`config.mk`:
```
export PLATFORM = sky130hd
export DESIGN_NAME = usb_data_buffer
export DESIGN_NICKNAME = d
export VERILOG_FILES = /design/src/rtl/usb_buf_pkg.sv /design/src/rtl/usb_buf_ram.sv /design/src/rtl/usb_data_buffer.sv
export SDC_FILE = /design/constraint.sdc
export NUM_CORES = 1
export LEC_CHECK = 0
export BUFFER_PORTS_ARGS = -buffer_cell sky130_fd_sc_hd__buf_4
export CAP_MARGIN = 20
export CORE_MARGIN = 4
export CORE_UTILIZATION = 55
export DETAILED_ROUTE_END_ITERATION = 10
export GPL_TIMING_DRIVEN = 0
export PLACE_DENSITY = 0.82
export SLEW_MARGIN = 20
export SYNTH_ARGS = -nofsm -noshare
export SYNTH_HDL_FRONTEND = slang
export SYNTH_SLANG_ARGS = --single-unit
```
`constraint.sdc`:
```
create_clock -name clk -period 4.9 [get_ports clk]
set_clock_uncertainty 0.05 [all_clocks]
set_input_delay 0.49 -clock clk [delete_from_list [all_inputs] [get_ports clk]]
set_output_delay 0.49 -clock clk [all_outputs]
set_load 0.02 [all_outputs]
```
`src/rtl/usb_buf_pkg.sv`:
```
// Shared types and default sizes for the USB byte FIFO between the AHB slave and packet engines.
package usb_buf_pkg;

    localparam int DEPTH_DEFAULT  = 64;
    localparam int ADDR_W_DEFAULT = 6;
    localparam int OCC_W          = 7;
    localparam int BYTE_W         = 8;

    typedef logic [BYTE_W-1:0] byte_t;
    typedef logic [OCC_W-1:0]  occ_t;

endpackage : usb_buf_pkg

```
`src/rtl/usb_buf_ram.sv`:
```
// DEPTH x 8 storage array: synchronous write port, combinational (fall-through) read port.
module usb_buf_ram
    import usb_buf_pkg::*;
#(
    parameter int DEPTH  = DEPTH_DEFAULT,
    parameter int ADDR_W = ADDR_W_DEFAULT
) (
    input  logic              clk,
    input  logic              we,
    input  logic [ADDR_W-1:0] waddr,
    input  byte_t             wdata,
    input  logic [ADDR_W-1:0] raddr,
    output byte_t             rdata
);

    byte_t mem_q [DEPTH];

    // NOTE: the array has no reset; pointers and count define validity, and leaving it
    // unreset lets it map onto plain RAM instead of thousands of resettable flops.
    always_ff @(posedge clk) begin
        if (we) begin
            mem_q[waddr] <= wdata;
        end
    end

    assign rdata = mem_q[raddr];

endmodule : usb_buf_ram

```
`src/rtl/usb_data_buffer.sv`:
```
// Shared 64-byte FIFO between the AHB slave and the USB RX/TX engines.
// Define USB_BUF_STICKY_ERR_EN to make buf_err hold until clear or rst.
module usb_data_buffer
    import usb_buf_pkg::*;
#(
    parameter int DEPTH  = DEPTH_DEFAULT,
    parameter int ADDR_W = ADDR_W_DEFAULT
) (
    input  logic  clk,
    input  logic  rst,
    input  logic  clear,
    input  logic  store_tx_data,
    input  byte_t tx_data,
    input  logic  get_rx_data,
    output byte_t rx_data,
    input  logic  store_rx_packet_data,
    input  byte_t rx_packet_data,
    input  logic  get_tx_packet_data,
    output byte_t tx_packet_data,
    output occ_t  buffer_occupancy,
    output logic  full,
    output logic  empty,
    output logic  buf_err
);

    localparam logic [ADDR_W:0] FULL_CNT = (ADDR_W + 1)'(DEPTH);

    logic [ADDR_W-1:0] wptr_q, wptr_d;
    logic [ADDR_W-1:0] rptr_q, rptr_d;
    logic [ADDR_W:0]   count_q, count_d;
    logic              err_q, err_d;

    logic  push_req, pop_req, conflict;
    logic  push_ok, pop_ok, err_evt;
    logic  is_full, is_empty;
    byte_t push_byte;
    byte_t head_byte;

    assign is_full  = (count_q == FULL_CNT);
    assign is_empty = (count_q == '0);

    // The RX engine wins a simultaneous store; the AHB byte is dropped and flagged.
    assign conflict  = store_rx_packet_data & store_tx_data;
    assign push_req  = store_rx_packet_data | store_tx_data;
    assign push_byte = store_rx_packet_data ? rx_packet_data : tx_data;
    assign pop_req   = get_rx_data | get_tx_packet_data;

    // A pop on a full buffer frees the slot the simultaneous push reuses.
    assign pop_ok   = pop_req & ~is_empty & ~clear;
    assign push_ok  = push_req & (~is_full | pop_req) & ~clear;
    assign err_evt  = conflict | (push_req & is_full & ~pop_req) | (pop_req & is_empty);

    // NOTE: every always_comb output gets a default first so no path leaves it
    // unassigned, which would otherwise infer a latch.
    always_comb begin
        wptr_d  = wptr_q;
        rptr_d  = rptr_q;
        count_d = count_q;
        err_d   = 1'b0;

        if (clear) begin
            wptr_d  = '0;
            rptr_d  = '0;
            count_d = '0;
        end else begin
            if (push_ok) begin
                wptr_d = wptr_q + 1'b1;
            end
            if (pop_ok) begin
                rptr_d = rptr_q + 1'b1;
            end
            if (push_ok && !pop_ok) begin
                count_d = count_q + 1'b1;
            end else if (pop_ok && !push_ok) begin
                count_d = count_q - 1'b1;
            end
`ifdef USB_BUF_STICKY_ERR_EN
            err_d = err_q | err_evt;
`else
            err_d = err_evt;
`endif
        end
    end

    // NOTE: sequential state uses non-blocking assignments so every flop samples
    // its _d value from before the edge, independent of statement order.
    always_ff @(posedge clk) begin
        if (rst) begin
            wptr_q  <= '0;
            rptr_q  <= '0;
            count_q <= '0;
            err_q   <= 1'b0;
        end else begin
            wptr_q  <= wptr_d;
            rptr_q  <= rptr_d;
            count_q <= count_d;
            err_q   <= err_d;
        end
    end

    usb_buf_ram #(
        .DEPTH  (DEPTH),
        .ADDR_W (ADDR_W)
    ) u_ram (
        .clk   (clk),
        .we    (push_ok),
        .waddr (wptr_q),
        .wdata (push_byte),
        .raddr (rptr_q),
        .rdata (head_byte)
    );

    assign rx_data          = head_byte;
    assign tx_packet_data   = head_byte;
    assign buffer_occupancy = OCC_W'(count_q);
    assign full             = is_full;
    assign empty            = is_empty;
    assign buf_err          = err_q;

endmodule : usb_data_buffer

```
==> summary.md <==
| Metric | Value |
|---|---|
| Multiplexer share of the synthesized area | between 10 and 15% |
| Total track usage | 26.1% |
| Detailed Route WL | between 50 and 60 mm |
| Postcts setup bufs | 0 |
| Endpoints failing hold | 0 |
| Top cell type's share of synthesized area | 71.4% |
| Row cnt | a little over 70 |
| Post-cts gate resize count | 0 |
| Yosys top cell by area | edfxtp_1 |
| Number of antenna violations at the first check in global routing | 0 |
| RSZ-0062 raised after global routing | false |
| Final TNS setup | 0 ns |
| Synth Area in Compound Gates | 3.18% |
| CTS root buf | clkbuf_16 |
| Max-capacitance violation count | 0 |
| #FFs+latches synth | roughly 540 |
| TritonCTS Buffers | 52 |
| Ys async rst share | 0% |
| # clock sinks | 538 |
| Worst Path Required | 4.36 ns |
| Status | completed |
| Initial Utilization | between 50% and 60% |
| Syn Nets | 1153 |
| CP Class | register to output pin |
| Worst slew pin tran | 1.05 ns |
| Type of the tightest min-delay check | primary input to register |
| Routed Antenna Nets | 0 |
| Mapped Cells | 1120 |
| Pre-CTS WS | 1.12 ns |
| Yosys warnings | 0 |
| Final WS setup | ~0.36 ns |
| Most common cell after layout, fill and taps aside | edfxtp_1 |
| EDFF count, synth | 512 |
| Element type at the critical path start | register |
| Post-Synth Adder-Cell Area | less than 1% |
| CORE AREA | 38600 µm² |
| Drt wl/cell | 30.7 µm |
| Die Ht | 206 µm |
| Via count | ~12000 |
| Via-per-instance ratio | between 6 and 7 |
| CP Max Fanout | 10 |
| Largest net degree at the start of global routing | 65 |
| Synth area leaders | edfxtp_1, mux4_2, dfxtp_1 |
| CP arrival | approximately 4.0 ns |
| Share of post-route cells with drive strength above 1 | approximately a quarter |
| Max Freq | 0.220 GHz |
| Drc violations | 0 |
| Power density over cell area | roughly 400 nW/µm² |
| CTS clk-pin slew, worst paths | 0.07 ns |
| Worst vdd ir | 0.287 mV |
| Mean post-synth cell area | slightly below 20 µm² |
| Crit path time final | 4.54 ns |
| H-tree Lvls | 2 |
| CTS tree | done |
| Number of diodes | 0 |
| Total congestion overflow | 0 |
| Boundary Pins | between 40 and 50 |
| Final Max Tran Viols | 0 |
| Post-synthesis sequential area ratio | between 70 and 80% |
| Hold WS | 0.145 ns |
| First-pass GRT wire length | 79.8 mm |
| Yosys cell types | 61 |
| Detailed Place HPWL | 33.2 mm |
| DRT Pass-1 Iters | 6 |
| Initial DRC count | 2039 |
| Worst-Skew Late Latency | a little under 0.6 ns |
| Tot Pwr | 9.61 mW |
| Final nets | 1255 |
| Clock buffer depth | 3 |
| Hold-fix buffers, CTS | 0 |
| Final Setup Violations | 0 |
| Number of port buffers | 48 |
| P_leak | 7.61 nW |
| Crit path capture type | output pin |
| Layout area overhead | 12.4% |
| Top FF cell, synth | edfxtp_1 |
| Die Footprint | 42400 µm² |
| Vias in the first global route | 11900 |
| GPL Wtd Cong | ~0.96 |
| Final period utilization | 92.6% |
| Cell Area, Synth | 21500 µm² |
| Post-synthesis xor/xnor area fraction | 0.447% |
| Die X | 206 µm |
| Largest family of logic cells by synthesized area | multiplexers |
| Commonest non-fill, non-tap cells in the layout | edfxtp_1, mux4_2, nor2_1, buf_4, clkbuf_16 |
| Synth Area in Simple Gates | 4.98% |
| Post-Route Utilization | 62.7% |
| Filler cells | 2535 |
| Rel. slew slack | 29.9% |
## power by group
part / total (mW) / leakage, nW / switching (mW) / internal, mW
sequential: 5.10 / 4.81 / 0.0174 / 5.09
clock: 3.85 / 0.802 / 1.70 / 2.15
combinational: 0.661 / 1.99 / 0.411 / 0.249
total: 9.61 / 7.61 / 2.13 / 7.48
## area by class of cell
type	instances	area (µm²)	share of cell area (%)
flip-flops and latches	538	15900	65.6
multi-input cells	507	5240	21.6
clock buffers	59	1350	5.57
well taps	518	648	2.68
plain buffers	65	398	1.64
repair buffers	48	360	1.49
clock inverters	39	289	1.19
inverters	10	37.5	0.155
## sequential cells by signal, summed over array words and instances (netlist names), named ones only
| name | cells |
|---|---|
| buf_err | 1 |
| u_ram.mem_q | 512 |
| buffer_occupancy | 7 |
| rptr_q | 6 |
| wptr_q | 6 |
## cell usage after synthesis, drive strengths merged, types with 2 or more instances
library cell / n
a221o: 3
nand4: 4
xor2: 8
a22oi: 3
nand3b: 2
nand2b: 9
a2111oi: 5
or3: 3
or4: 2
a21oi: 17
mux4: 121
inv: 10
o21ai: 17
mux2: 13
clkbuf: 14
and2: 2
and4: 2
nand3: 10
a211oi: 11
o211ai: 5
nor2b: 29
nor4: 8
a22o: 2
buf: 51
xnor2: 3
a211o: 4
and3: 6
edfxtp: 512
nor3: 8
or2: 4
a31oi: 3
o21a: 3
o22ai: 6
dfxtp: 26
ha: 9
a221oi: 6
nand2: 31
nor2: 104
mux2i: 30
## critical path, cell delays in order, from the launching register on
cell      delay, ns
dfxtp_1        0.31
buf_2          0.29
buf_2          0.49
clkbuf_1       0.67
mux4_2         0.42
a22o_1         0.21
nor3_1         0.39
o211ai_1       0.28
buf_4          0.20
buf_4          0.15
## worst paths after layout
path | from | endpoint | slack [ns] | cells past startpoint
worst max-delay path | register | tx_packet_data[0] | 0.36 | 9
worst min-delay path | store_tx_data | buf_err | 0.15 | 3
worst max register to register | buffer_occupancy[0] | u_ram.mem_q[19][2] | 1.37 | 5
worst min register to register | rptr_q[5] | register | 0.49 | 2
## through the flow
step,instance area (µm²),cells
final,24200,1784
after global placement,22500,1686
after floorplan,21500,1120
after detailed placement,22600,1686
after global routing,24200,1784
after CTS,24200,1784
## kinds of logic after synthesis
logic type	after synthesis
buffers and inverters	75
AOI/OAI and AO/OA	96
DFF	538
xor gates and xnor gates	11
muxes	164
adders and majority gates	10
and+or+nand+nor	226
## layer usage
layer | track usage (%) | routed length, µm | up-vias
li1 | - | - | 4750
met1 | 36.4 | 19500 | 6047
met3 | 5.84 | 6710 | 193
met4 | 11.1 | 2800 | 0
met2 | 40.7 | 25800 | 978
met5 | 0 | 0 | -
Note: power is estimated with default switching activity, not from simulation.
